### src/rtl/uart_bit_streamer.sv
// Packs a 1-bit image memory LSB-first into bytes and feeds them to uart_tx.
// Optional XOR trailer byte: define UART_STREAM_CHKSUM_EN.
module uart_bit_streamer #(
  parameter int NUM_BITS  = 784,
  parameter int ADDR_W    = 10,
  parameter int BASE_ADDR = 0
) (
  input  logic              clk,
  input  logic              rst_n,
  input  logic              start,
  input  logic              abort,
  output logic [ADDR_W-1:0] mem_addr,
  input  logic              mem_q,
  output logic [7:0]        tx_data,
  output logic              tx_start,
  input  logic              tx_rdy,
  output logic              busy,
  output logic              done
);

  localparam int BW = $clog2(NUM_BITS + 1);

  typedef enum logic [2:0] {
    S_IDLE,
    S_FETCH,
    S_CAPT,
    S_HAND,
    S_FLUSH
  } state_t;

  state_t          state_q;
  state_t          state_d;
  logic [BW-1:0]   bit_idx;
  logic [7:0]      pack;
  logic            ack_pend;
  logic [2:0]      slot;
  logic            last_bit;
  logic            bits_left;
  logic            hand_go;
  logic            chk_more;

`ifdef UART_STREAM_CHKSUM_EN
  logic [7:0]      chk;
  logic            trl_q;
  assign chk_more = !trl_q;
`else
  assign chk_more = 1'b0;
`endif

  assign mem_addr  = ADDR_W'(BASE_ADDR) + ADDR_W'(bit_idx);
  assign slot      = 3'(bit_idx);
  assign last_bit  = (bit_idx == BW'(NUM_BITS - 1));
  assign bits_left = (bit_idx != BW'(NUM_BITS));
  // uart_tx must have visibly taken the previous byte before reloading
  assign hand_go   = tx_rdy && !ack_pend;

  always_comb begin
    state_d = state_q;
    if (abort) begin
      state_d = S_IDLE;
    end else begin
      unique case (1'b1)
        (state_q == S_IDLE): begin
          if (start) state_d = S_FETCH;
        end
        (state_q == S_FETCH): begin
          state_d = S_CAPT;
        end
        (state_q == S_CAPT): begin
          if (slot == 3'd7 || last_bit)
            state_d = S_HAND;
          else
            state_d = S_FETCH;
        end
        (state_q == S_HAND): begin
          if (hand_go) begin
            if (bits_left)
              state_d = S_FETCH;
            else if (chk_more)
              state_d = S_HAND;
            else
              state_d = S_FLUSH;
          end
        end
        (state_q == S_FLUSH): begin
          if (hand_go) state_d = S_IDLE;
        end
        default: state_d = S_IDLE;
      endcase
    end
  end

  always_ff @(posedge clk or negedge rst_n) begin
    if (!rst_n) begin
      state_q  <= S_IDLE;
      bit_idx  <= '0;
      pack     <= '0;
      tx_data  <= '0;
      tx_start <= 1'b0;
      ack_pend <= 1'b0;
      busy     <= 1'b0;
      done     <= 1'b0;
`ifdef UART_STREAM_CHKSUM_EN
      chk      <= '0;
      trl_q    <= 1'b0;
`endif
    end else begin
      state_q  <= state_d;
      tx_start <= 1'b0;
      done     <= 1'b0;
      if (ack_pend && !tx_rdy) ack_pend <= 1'b0;
      if (abort) begin
        busy    <= 1'b0;
        bit_idx <= '0;
        pack    <= '0;
      end else begin
        unique case (1'b1)
          (state_q == S_IDLE): begin
            if (start) begin
              bit_idx <= '0;
              pack    <= '0;
              busy    <= 1'b1;
`ifdef UART_STREAM_CHKSUM_EN
              chk     <= '0;
              trl_q   <= 1'b0;
`endif
            end
          end
          (state_q == S_CAPT): begin
            pack[slot] <= mem_q;
            bit_idx    <= bit_idx + BW'(1);
          end
          (state_q == S_HAND): begin
            if (hand_go) begin
              tx_data  <= pack;
              tx_start <= 1'b1;
              ack_pend <= 1'b1;
              pack     <= '0;
`ifdef UART_STREAM_CHKSUM_EN
              chk      <= chk ^ pack;
              // last data byte: queue the running XOR as the trailer
              if (!bits_left && !trl_q) begin
                pack  <= chk ^ pack;
                trl_q <= 1'b1;
              end
`endif
            end
          end
          (state_q == S_FLUSH): begin
            if (hand_go) begin
              done <= 1'b1;
              busy <= 1'b0;
            end
          end
          default: ;
        endcase
      end
    end
  end

endmodule

### config.mk
export PLATFORM = sky130hd
export DESIGN_NAME = uart_bit_streamer
export DESIGN_NICKNAME = d
export VERILOG_FILES = /design/src/rtl/uart_bit_streamer.sv
export SDC_FILE = /design/constraint.sdc
export NUM_CORES = 1
export LEC_CHECK = 0
export ABC_AREA = 1
export CORE_UTILIZATION = 30
export DETAILED_ROUTE_END_ITERATION = 8
export GPL_TIMING_DRIVEN = 0
export PLACE_DENSITY = 0.49
export SYNTH_ARGS = -nofsm -noshare
export SYNTH_HDL_FRONTEND = slang
export SYNTH_SLANG_ARGS = --single-unit
export TNS_END_PERCENT = 20
### constraint.sdc
create_clock -name clk -period 1.2 [get_ports clk]
set_clock_uncertainty 0.05 [all_clocks]
set_input_delay 0.18 -clock clk [delete_from_list [all_inputs] [get_ports clk]]
set_output_delay 0.18 -clock clk [all_outputs]
set_load 0.1 [all_outputs]
==> results of run 1 <==
==> stage by stage <==
step                setup TNS, ns  instances
finish                     -4.647        358
global route               -7.664        358
CTS                        -4.659        352
detailed placement         -27.15        335
global placement           -57.81        335
floorplan                  -4.871        237
==> area by class of cell <==
type                    count  area (sq um)  share of cell area
multi-input cells         171         975.9              0.3822
flip-flops and latches     33         848.3              0.3322
repair buffers             40         390.4              0.1529
inverters                  30         133.9             0.05243
well taps                  72         90.09             0.03528
clock buffers               6         72.57             0.02842
plain buffers               4         32.53             0.01274
clock inverters             2         10.01            0.003920
==> repair_timing <==
item | 4_1_cts | 5_1_grt
endpoints found under the hold margin | 33 | 33
pin swaps | 9 | 6
cloned | 1 | 0
resized for setup | 176 | 22
buffers inserted | 8 | 6
setup endpoints to repair | 52 | 39
==> layer usage <==
metal,wire length [um],part of all wire,track usage
met4,101,0.022,0.07037
met5,0,0,0
met3,184,0.040,0.03488
met1,2166,0.47,0.2048
met2,2194,0.47,0.2730
==> where the power goes <==
| part | total, uW | internal [uW] | switching, uW |
|---|---|---|---|
| Sequential | 1190 | 1140 | 43.0 |
| Combinational | 642 | 222 | 420 |
| Clock | 799 | 401 | 397 |
| Total | 2630 | 1770 | 860 |
==> cell families after synthesis <==
logic type      Yosys count  share of synthesized area
flops                    33                     0.4701
fa+ha+maj                 3                    0.02137
simple gates            148                     0.3711
xor+xnor                  1                   0.004987
buf+inv                  34                    0.07478
compound gates           18                    0.05769
==> sequential cells by signal, indices dropped and copies added, names as in the netlist <==
register and cells:
ack_pend 1, done 1, busy 1, tx_data 8, state_q 3, tx_start 1, pack 8, bit_idx 10
==> cells in the mapped netlist <==
master and count:
sky130_fd_sc_hd__nand2_1 86, sky130_fd_sc_hd__dfrtp_1 33, sky130_fd_sc_hd__nand3_1 26, sky130_fd_sc_hd__inv_1 25, sky130_fd_sc_hd__nand4_1 17, sky130_fd_sc_hd__o21ai_0 14
sky130_fd_sc_hd__nor2_1 12, sky130_fd_sc_hd__nor2_2 4, sky130_fd_sc_hd__buf_2 3, sky130_fd_sc_hd__ha_1 3, sky130_fd_sc_hd__inv_2 3, sky130_fd_sc_hd__clkinv_1 2
sky130_fd_sc_hd__o21bai_1 2, sky130_fd_sc_hd__clkbuf_1 1, sky130_fd_sc_hd__nand2_2 1, sky130_fd_sc_hd__nor2_4 1, sky130_fd_sc_hd__nor3_1 1, sky130_fd_sc_hd__o21ai_2 1
sky130_fd_sc_hd__o31ai_1 1, sky130_fd_sc_hd__xor2_1 1
==> placed cells by master, fill, tap and decap left out, types with 2 or more instances in the layout <==
master | netlist | layout
sky130_fd_sc_hd__buf_4 | 0 | 23
sky130_fd_sc_hd__clkbuf_2 | 0 | 2
sky130_fd_sc_hd__nor2_2 | 4 | 2
sky130_fd_sc_hd__clkbuf_8 | 0 | 5
sky130_fd_sc_hd__clkdlybuf4s50_1 | 0 | 3
sky130_fd_sc_hd__o21ai_0 | 14 | 5
sky130_fd_sc_hd__nand2_1 | 86 | 81
sky130_fd_sc_hd__nor2_4 | 1 | 8
sky130_fd_sc_hd__inv_1 | 25 | 18
sky130_fd_sc_hd__buf_6 | 0 | 8
sky130_fd_sc_hd__nand3_1 | 26 | 21
sky130_fd_sc_hd__o21ai_2 | 1 | 3
sky130_fd_sc_hd__nand4_1 | 17 | 17
sky130_fd_sc_hd__o21ai_1 | 0 | 6
sky130_fd_sc_hd__nand3_4 | 0 | 3
sky130_fd_sc_hd__nand2_2 | 1 | 4
sky130_fd_sc_hd__nand2_4 | 0 | 2
sky130_fd_sc_hd__ha_4 | 0 | 2
sky130_fd_sc_hd__dfrtp_2 | 0 | 9
sky130_fd_sc_hd__buf_12 | 0 | 4
sky130_fd_sc_hd__inv_4 | 0 | 2
sky130_fd_sc_hd__nor2_1 | 12 | 8
sky130_fd_sc_hd__buf_2 | 3 | 2
sky130_fd_sc_hd__clkinv_2 | 0 | 2
sky130_fd_sc_hd__dfrtp_4 | 0 | 3
sky130_fd_sc_hd__inv_2 | 3 | 7
sky130_fd_sc_hd__o21bai_1 | 2 | 2
sky130_fd_sc_hd__dfrtp_1 | 33 | 21
sky130_fd_sc_hd__buf_8 | 0 | 2
sky130_fd_sc_hd__nand3_2 | 0 | 2
==> worst max-delay path by stage <==
stage | slack, ns | to | startpoint | depth (start not counted)
6_report | -0.20 | state_q[0] | state_q[0] | 9
5_1_grt | -0.29 | state_q[0] | state_q[0] | 9
3_3_place_gp | -1.09 | bit_idx[2] | rst_n | 1
4_1_cts | -0.20 | state_q[0] | state_q[0] | 9
2_1_floorplan | -0.30 | state_q[0] | bit_idx[0] | 9
3_5_place_dp | -0.68 | mem_addr[1] | bit_idx[1] | 1
==> worst max-delay path, stage by stage, from the launching register on <==
cell                      delay [ns]
sky130_fd_sc_hd__dfrtp_2        0.45
sky130_fd_sc_hd__nor2_4         0.14
sky130_fd_sc_hd__nand2_2        0.10
sky130_fd_sc_hd__nor2_4         0.14
sky130_fd_sc_hd__buf_6          0.12
sky130_fd_sc_hd__nor2_4         0.05
sky130_fd_sc_hd__nand2_2        0.07
sky130_fd_sc_hd__nor2_1         0.04
sky130_fd_sc_hd__nand2_1        0.07
sky130_fd_sc_hd__nand2_1        0.05
==> results.md, run 1 <==
* Clock tree from TritonCTS: done
* Routed vias/inst at 4.841
* Leak pwr at 0.001267 uW
* Pin count of the biggest net entering global routing at 34
* Last weighted congestion value of the routability-driven placer at 0.8342
* Type of the tightest min-delay check: in2async
* Final setup vio count at 36
* Number of clock buffers inserted by TritonCTS at 5
* Capture point of the worst reg-to-reg path: state_q[0]
* Number of distinct library cells after synthesis at 20
* Post-synthesis sequential area ratio at 0.4701
* Startpoint class of the critical path: flip-flop
* Clock-pin transition on the worst setup and hold timing paths at 0.07 ns
* Synth warnings at 0
* Setup repair after global routing missed its margin: true
* Number of maximum-capacitance constraint violations at 0
* Largest area contributor in the netlist: sky130_fd_sc_hd__dfrtp_1
* Power density over the cells at 1029 mW/mm^2
* Final antenna-violating net count at 0
* Router iterations before antenna repair at 4
* Width of the chip at 78.52 um
* Post-Syn Instances at 237
* Period utilisation layout at 1.167
* Minimum clock period after layout at 1.400 ns
* Worst setup slack for register-to-register paths at -0.20 ns
* Buffer type at the clock tree root: sky130_fd_sc_hd__clkbuf_8
* Post-layout utilization of the core at 0.4581
* Number of diodes at 0
* Bufs on Longest Clock Path at 2
* Highest ir drop seen on vdd at about 0.00056 V
* Arrival @ worst endpoint at approximately 1.5 ns
* IO Port Bufs at 26
* Worst slew margin relative to its limit at 0.4964
* Post-synthesis instance area at between 0.0015 and 0.002 sq mm
* R2r startpoint: state_q[0]
* Layout area overhead at 45.37%
* First-pass GRT wire length at 7831 um
* Post-layout instance area at 0.002554 sq mm
* Setup WS pre-CTS at -0.6822 ns
* Number of filler cells placed in the layout at 570
* Violations in the final reports: negative hold slack, negative setup slack
* Ranking of synthesized cells by area: sky130_fd_sc_hd__dfrtp_1 (47%), sky130_fd_sc_hd__nand2_1 (18%), sky130_fd_sc_hd__nand3_1 (7.4%)
* Least-Margin Pin Slew at 0.7554 ns
* Path type of the worst setup path: reg2reg
* Routed wire length at 4646 um
* Portion of synthesized cell area occupied by the leading cell type at 0.4701
* Hold Slack at -0.08347 ns
* Htree depth at 2
* Core area at 0.005574 sq mm
* Fraction of layout cells with a size suffix above 1 at 0.3497
* Vertical extent of the die at roughly 79 um
* Vias in the first global route at 1662
* Number of core rows at 27
* Global-route usage over all layers at 0.1645
* Drt initial violations at between 60 and 70
* Clock Latency Late Sink at 0.28 ns
* Critical path required time at 1.33 ns
* Remaining global-route overflow at 0
* Number of antenna violations at the first check in global routing at 0
* Routed via count at 1733
* Initial Util at 0.3152
* Post-detailed-placement cell area at 0.002183 sq mm
* #FFs+latches synth at 33
* Post-synthesis area per instance at approximately 7.4 sq um
* Count of clock tree sinks at 33
* Per-cell routed wire length at 12.98 um
* Number of cells on the worst reg-to-reg path at 9
* Peak clock frequency supported by timing at 0.7142 GHz
* Sum of net half-perimeters after detailed placement at 2998 um
* Net count reported at finish at slightly below 300
* Final max-slew violation count at 0
* Overall die area at ~0.0062 sq mm
* Number of nets in the synthesized netlist at roughly 250
* Type of destination of the critical path: flip-flop
* Outcome: finished, violations left
* DRC violations left at 0
* Top-level port count at 27
* Largest fanout on the critical path at 5
* Final worst slack at -0.2002 ns
* Final Power at 2628 uW
* Count of final hold-check violations at 33
No activity file was read; power rests on OpenSTA's default activity.
==> run 2, diff against run 1 <==
--- a/config.mk
+++ b/config.mk
@@ -6,10 +6,11 @@
 export NUM_CORES = 1
 export LEC_CHECK = 0
 export ABC_AREA = 1
-export CORE_UTILIZATION = 30
+export ABC_CLOCK_PERIOD_IN_PS = 1200
+export CORE_UTILIZATION = 40
 export DETAILED_ROUTE_END_ITERATION = 8
 export GPL_TIMING_DRIVEN = 0
-export PLACE_DENSITY = 0.49
+export PLACE_DENSITY = 0.63
 export SYNTH_ARGS = -nofsm -noshare
 export SYNTH_HDL_FRONTEND = slang
 export SYNTH_SLANG_ARGS = --single-unit
==> run 2 against run 1 <==
  * Fmax fell by 3.0%
  * Sequential share of layout area fell by 1.5 points
  * Core utilization rose by 19 points
  * The run ends with negative setup slack left
==> results.md, run 2 (same netlist as run 1, synthesis figures left out) <==
* Vertical extent of the die at 68.27 um (was 78.52 um)
* Period utilisation layout at 1.203 (was 1.167)
* Leak pwr at 0.001350 uW (was 0.001267 uW)
* Violations in the final reports: negative setup slack (was negative hold slack, negative setup slack)
* Width of the chip at 68.27 um (was 78.52 um)
* Switching power share of the total at 0.3376 (was 0.3272)
* Number of buffers and inverters on the critical path at 2 (was 1)
* Htree depth at 2 (unchanged)
* Overall die area at 0.004661 sq mm (was 0.006165 sq mm)
* Leading cell type in the layout, fill and taps excluded: sky130_fd_sc_hd__nand2_1 (unchanged)
* Sum of net half-perimeters after detailed placement at 2708 um (was 2998 um)
* Number of maximum-capacitance constraint violations at 0 (unchanged)
* Commonest cells after routing, fill and taps aside: sky130_fd_sc_hd__nand2_1 (81), sky130_fd_sc_hd__buf_4 (30), sky130_fd_sc_hd__dfrtp_1 (23) (was sky130_fd_sc_hd__nand2_1 (81), sky130_fd_sc_hd__buf_4 (23), sky130_fd_sc_hd__nand3_1 (21), sky130_fd_sc_hd__dfrtp_1 (21), sky130_fd_sc_hd__inv_1 (18))
* Fin Setup TNS at -5.021 ns (was -4.647 ns)
* Bufs on Longest Clock Path at 2 (unchanged)
* Hold Slack at 0.3393 ns (was -0.08347 ns)
* Worst slew margin relative to its limit at 0.7061 (was 0.4964)
* Switching pwr at 920.2 uW (was 859.9 uW)
* Internal Power at 1805 uW (was 1768 uW)
* Number of antenna violations at the first check in global routing at 0 (unchanged)
* DRC violations left at 0 (unchanged)
* Max FFs per register at 10 (unchanged)
* Global-route usage over all layers at 0.2236 (was 0.1645)
* Drt initial violations at 136 (was 69)
* IO Port Bufs at 26 (unchanged)
* Series of cell instances along the critical path: nor2_2 > nand2_2 > nor2_4 > inv_2 > o21ai_4 > inv_4 > o21ai_1 (was nor2_4 > nand2_2 > nor2_4 > buf_6 > nor2_4 > nand2_2 > nor2_1 > nand2_1 > nand2_1)
* Number of diodes at 0 (unchanged)
* Count of clock tree sinks at 33 (unchanged)
* Vias in the first global route at 1611 (was 1662)
* Fraction of layout cells with a size suffix above 1 at 0.3679 (was 0.3497)
* Number of core rows at 23 (was 27)
* Worst path slowest cell: sky130_fd_sc_hd__dfrtp_1 (was sky130_fd_sc_hd__dfrtp_2)
* Clock share of power at 0.305 (was 0.304)
* Final max-slew violation count at 0 (unchanged)
* Last weighted congestion value of the routability-driven placer at 0.8542 (was 0.8342)
* Per-cell routed wire length at 13.70 um (was 12.98 um)
* Peak clock frequency supported by timing at 0.6928 GHz (was 0.7142 GHz)
* Core area at 0.004115 sq mm (was 0.005574 sq mm)
* Power density over the cells at 1024 mW/mm^2 (was 1029 mW/mm^2)
* Routed vias/inst at 5.215 (was 4.841)
* Remaining global-route overflow at 0 (unchanged)
* Number of clock buffers inserted by TritonCTS at 5 (unchanged)
* Setup repair after global routing missed its margin: true (unchanged)
* Critical path required time at 1.37 ns (was 1.33 ns)
* Top Registers: bit_idx x10, pack x8, tx_data x8 (unchanged)
* Clock-pin transition on the worst setup and hold timing paths at 0.07 ns (about the same)
* Reg with most FFs: bit_idx (unchanged)
* Routed wire length at 4781 um (was 4646 um)
* First-pass GRT wire length at 7507 um (was 7831 um)
* Largest fanout on the critical path at 6 (was 5)
* Initial Util at 0.4269 (was 0.3152)
* Top-level port count at 27 (unchanged)
* Pin count of the biggest net entering global routing at 34 (unchanged)
* Minimum clock period after layout at 1.443 ns (was 1.400 ns)
* Final worst slack at -0.2435 ns (was -0.2002 ns)
* Net count reported at finish at 307 (was 294)
* Critical path's top delay family: simple AND/OR/NAND/NOR gates (unchanged)
* Arrival @ worst endpoint at 1.61 ns (was 1.53 ns)
* Buffer type at the clock tree root: sky130_fd_sc_hd__clkbuf_8 (unchanged)
* Highest ir drop seen on vdd at 0.0007536 V (was 0.0005597 V)
* Type of the tightest min-delay check: in2async (unchanged)
* Final antenna-violating net count at 0 (unchanged)
* Sequential share of power at 0.432 (was 0.452)
* Setup WS pre-CTS at -0.6827 ns (was -0.6822 ns)
* Startpoint class of the critical path: flip-flop (unchanged)
* Least-Margin Pin Slew at 0.4408 ns (was 0.7554 ns)
* Worst setup slack for register-to-register paths at -0.24 ns (was -0.20 ns)
* Routed via count at 1820 (was 1733)
* Router iterations before antenna repair at 4 (unchanged)
* Outcome: finished, violations left (unchanged)
* Portion of total power attributed to combinational logic at 0.263 (was 0.244)
* Type of destination of the critical path: flip-flop (unchanged)
* Final setup vio count at 35 (was 36)
* Clock tree from TritonCTS: done (unchanged)
* Count of final hold-check violations at 0 (was 33)
* Clock Latency Late Sink at 0.30 ns (was 0.28 ns)
* Path type of the worst setup path: reg2reg (unchanged)
* Layout area overhead at 51.57% (was 45.37%)
* Largest incremental delay on the critical path at 0.42 ns (was 0.45 ns)
## run 2: metrics by stage
stage	utilization	instance area [sq um]	cells	power (uW)
2_1_floorplan	-	1838	237	1521
4_1_cts	0.6041	2486	338	2640
5_1_grt	0.6470	2663	349	2849
6_report	0.6470	2663	349	2726
3_5_place_dp	0.5239	2156	313	1654
3_3_place_gp	0.5251	2161	313	1656
## run 2: path summary, 6_finish.rpt
kind	cells past startpoint	start	end
hold reg to reg	2	pack[5]	tx_data[5]
min in group clk	2	abort	busy
setup / recovery	7	state_q[1]	bit_idx[5]
hold / removal	2	rst_n	bit_idx[6]
max in group asynchronous	2	rst_n	bit_idx[2]
setup reg to reg	7	state_q[1]	bit_idx[5]
## run 2: layout make-up
cell class / instances / area [sq um]
Multi-Input combinational cell: 171 / 979.7
Inverter: 30 / 143.9
Sequential cell: 33 / 845.8
Buffer: 4 / 36.28
Clock inverter: 3 / 17.52
Tap cell: 50 / 62.56
Timing Repair Buffer: 53 / 508.0
Fill cell: 341 / 1453
Clock buffer: 5 / 68.82
## run 2: timing repair
action | in CTS | in global routing
hold buffers | 1 | 0
pin swaps | 14 | 19
gates cloned | 1 | 0
gates resized for setup | 179 | 25
setup buffers | 15 | 12
hold endpoints to repair | 33 | 0
setup endpoints to repair | 52 | 56
## run 2: power by group through the flow
stage / Combinational [uW] / Sequential [uW] / Clock, uW
after floorplan: 237 / 1280 / 0
after global placement: 462 / 1190 / 0
after detailed placement: 460 / 1190 / 0
after CTS: 614 / 1170 / 853
after global routing: 774 / 1180 / 893
final: 716 / 1180 / 832
## run 2: metal layers
metal / global-route usage / up-vias / part of all wire
li1: - / 898 / -
met1: 0.2848 / 837 / 0.44
met2: 0.3493 / 72 / 0.48
met3: 0.04667 / 13 / 0.059
met4: 0.1250 / 0 / 0.029
met5: 0 / - / 0
==> run 3, diff against run 2 <==
--- a/config.mk
+++ b/config.mk
@@ -7,10 +7,12 @@
 export LEC_CHECK = 0
 export ABC_AREA = 1
 export ABC_CLOCK_PERIOD_IN_PS = 1200
+export CAP_MARGIN = 30
 export CORE_UTILIZATION = 40
 export DETAILED_ROUTE_END_ITERATION = 8
 export GPL_TIMING_DRIVEN = 0
 export PLACE_DENSITY = 0.63
+export SLEW_MARGIN = 20
 export SYNTH_ARGS = -nofsm -noshare
 export SYNTH_HDL_FRONTEND = slang
 export SYNTH_SLANG_ARGS = --single-unit
==> run 3 against run 2 <==
  * The flow still finishes with violations (negative setup slack)
  * Via count fell by 4.3%
  * Register-to-register slack improved by 0.04 ns
  * Clock power fell by 1%
  * Setup slack improved by 0.036 ns
  * Non-clock buffer count fell by 8
  * Combinational power fell by 2.9%
  * Sequential power barely moved
  * Count of clock-buffer cells in the layout did not move
  * Fmax rose by 2.5%
  * Cell count fell by 2.3%
  * First-iteration DRC count fell by 10%
  * Critical path type unchanged
==> results.md, run 3 (same netlist as run 1, synthesis figures left out) <==
* Clock-pin transition on the worst setup and hold timing paths at 0.07 ns (about the same)
* Crit. Startpoint: state_q[1] (unchanged)
* Type of the tightest min-delay check: in2reg (was in2async)
* Largest incremental delay on the critical path at 0.45 ns (was 0.42 ns)
* R2r startpoint: state_q[1] (unchanged)
* Vertical extent of the die at 68.27 um (unchanged)
* Final Power at 2700 uW (was 2726 uW)
* Per-cell routed wire length at 13.26 um (was 13.70 um)
* Largest fanout on the critical path at 5 (was 6)
* Setup WS pre-CTS at -0.6790 ns (was -0.6827 ns)
* Htree depth at 2 (unchanged)
* Width of the chip at 68.27 um (unchanged)
* Layout area overhead at 49.07% (was 51.57%)
* Path type of the worst setup path: reg2reg (unchanged)
* Final max-slew violation count at 0 (unchanged)
* Number of filler cells placed in the layout at 376 (was 341)
* Buffer type at the clock tree root: sky130_fd_sc_hd__clkbuf_8 (unchanged)
* Setup repair after global routing missed its margin: true (unchanged)
* Leak pwr at 0.001306 uW (was 0.001350 uW)
* Reg with most FFs: bit_idx (unchanged)
* Number of core rows at 23 (unchanged)
* Top Registers: bit_idx x10, pack x8, tx_data x8 (unchanged)
* Net count reported at finish at 299 (was 307)
* Violations in the final reports: negative setup slack (unchanged)
* Final worst slack at -0.2077 ns (was -0.2435 ns)
* Worst slew margin relative to its limit at 0.7474 (was 0.7061)
* First-pass GRT wire length at 7465 um (was 7507 um)
* Number of diodes at 0 (unchanged)
* Capture point of the worst reg-to-reg path: state_q[0] (was bit_idx[5])
* DRC violations left at 0 (unchanged)
* Clock tree from TritonCTS: done (unchanged)
* Commonest cells after routing, fill and taps aside: sky130_fd_sc_hd__nand2_1 (82), sky130_fd_sc_hd__buf_4 (24), sky130_fd_sc_hd__nand3_1 (22) (was sky130_fd_sc_hd__nand2_1 (81), sky130_fd_sc_hd__buf_4 (30), sky130_fd_sc_hd__dfrtp_1 (23))
* Number of cells on the worst reg-to-reg path at 8 (was 7)
* Peak clock frequency supported by timing at 0.7104 GHz (was 0.6928 GHz)
* Final setup vio count at 33 (was 35)
* Series of cell instances along the critical path: buf_12 > nand3_4 > nor2_4 > nor2_4 > nand2_1 > nor2_1 > nand2_1 > nand2_1 (was nor2_2 > nand2_2 > nor2_4 > inv_2 > o21ai_4 > inv_4 > o21ai_1)
* Period utilisation layout at 1.173 (was 1.203)
* Pin count of the biggest net entering global routing at 20 (was 34)
* Drt initial violations at 122 (was 136)
* Minimum clock period after layout at 1.408 ns (was 1.443 ns)
* Outcome: finished, violations left (unchanged)
* Least-Margin Pin Slew at 0.3789 ns (was 0.4408 ns)
* Top-level port count at 27 (unchanged)
* Clock Latency Late Sink at 0.28 ns (was 0.30 ns)
* Routed wire length at 4520 um (was 4781 um)
* Router iterations before antenna repair at 4 (unchanged)
* Leading cell type in the layout, fill and taps excluded: sky130_fd_sc_hd__nand2_1 (unchanged)
* Last weighted congestion value of the routability-driven placer at 0.8542 (unchanged)
* Initial Util at 0.4269 (unchanged)
* Remaining global-route overflow at 0 (unchanged)
* Bufs on Longest Clock Path at 2 (unchanged)
* Final antenna-violating net count at 0 (unchanged)
* Vias in the first global route at 1638 (was 1611)
* CP most frequent cell: sky130_fd_sc_hd__nand2_1
* Power density over the cells at 1031 mW/mm^2 (was 1024 mW/mm^2)
* Critical path required time at 1.37 ns (about the same)
* Global-route usage over all layers at 0.2186 (was 0.2236)
* Overall die area at 0.004661 sq mm (unchanged)
* Routed via count at 1741 (was 1820)
* End point of the critical path: state_q[0] (was bit_idx[5])
* Highest ir drop seen on vdd at 0.0005313 V (was 0.0007536 V)
* IO Port Bufs at 26 (unchanged)
* Number of maximum-capacitance constraint violations at 0 (unchanged)
* Number of antenna violations at the first check in global routing at 0 (unchanged)
* Fraction of layout cells with a size suffix above 1 at 0.3608 (was 0.3679)
* Arrival @ worst endpoint at 1.58 ns (was 1.61 ns)
* Type of destination of the critical path: flip-flop (unchanged)
* Core area at 0.004115 sq mm (unchanged)
* Sum of net half-perimeters after detailed placement at 2874 um (was 2708 um)
* Worst setup slack for register-to-register paths at -0.21 ns (was -0.24 ns)
* Routed vias/inst at 5.106 (was 5.215)
* Number of clock buffers inserted by TritonCTS at 5 (unchanged)
* Max FFs per register at 10 (unchanged)
* Startpoint class of the critical path: flip-flop (unchanged)
* Worst path slowest cell: sky130_fd_sc_hd__dfrtp_2 (was sky130_fd_sc_hd__dfrtp_1)
* Count of clock tree sinks at 33 (unchanged)
* Count of final hold-check violations at 0 (unchanged)
[run 3: through the flow]
stage               instance area, sq um  hold WS (ns)  utilization  std cells  TNS (ns)
finish                              2619        0.2597       0.6364        341    -4.079
global route                        2619        0.2646       0.6364        341    -6.543
CTS                                 2472        0.2986       0.6008        333    -4.328
detailed placement                  2183       0.07463       0.5306        314    -27.69
global placement                    2161        0.4082       0.5251        313    -54.43
floorplan                           1838       -0.1656            -        237    -4.871
[run 3: area by class of cell]
class                           count  area [sq um]  share of cell area
Inverter                           30         140.1             0.05351
Tap cell                           50         62.56             0.02389
Buffer                              4         36.28             0.01386
Clock buffer                        5         68.82             0.02628
Clock inverter                      3         17.52            0.006689
Timing Repair Buffer               45         462.9              0.1768
Sequential cell                    33         848.3              0.3239
Multi-Input combinational cell    171         982.2              0.3751
[run 3: what timing repair did]
item                                    CTS  global route
cloned                                    0             1
endpoints found under the setup margin   52            42
pin swaps                                11            13
buffers inserted                         10             7
endpoints found under the hold margin    14             0
hold buffers                              1             0
resized for setup                       179            25
[run 3: report_power, final]
part	switching (uW)	internal [uW]
clock	421	400
sequential	40.1	1140
combinational	435	261
total	896	1800
[run 3: metal layers]
layer	routed length, um	up-vias	GRT usage	part of all wire
met3	203	9	0.04333	0.045
met5	0	-	0	0
met2	2145	45	0.3591	0.47
li1	-	881	-	-
met4	77	0	0.07292	0.017
met1	2093	806	0.2851	0.46
[run 3: worst min-delay path by stage]
stage	startpoint	end	slack, ns	cells after the start
final	abort	busy	0.26	2
after global routing	abort	busy	0.26	2
after CTS	rst_n	state_q[1]	0.30	2
after detailed placement	rst_n	state_q[1]	0.07	1
after global placement	pack[1]	pack[1]	0.41	2
after floorplan	rst_n	ack_pend	-0.17	0
[run 3: critical path: cells and delay by family (launching register included)]
kind	cells	cell delay (ns)
simple gates	7	0.69
buf+inv	1	0.15
flops	1	0.45
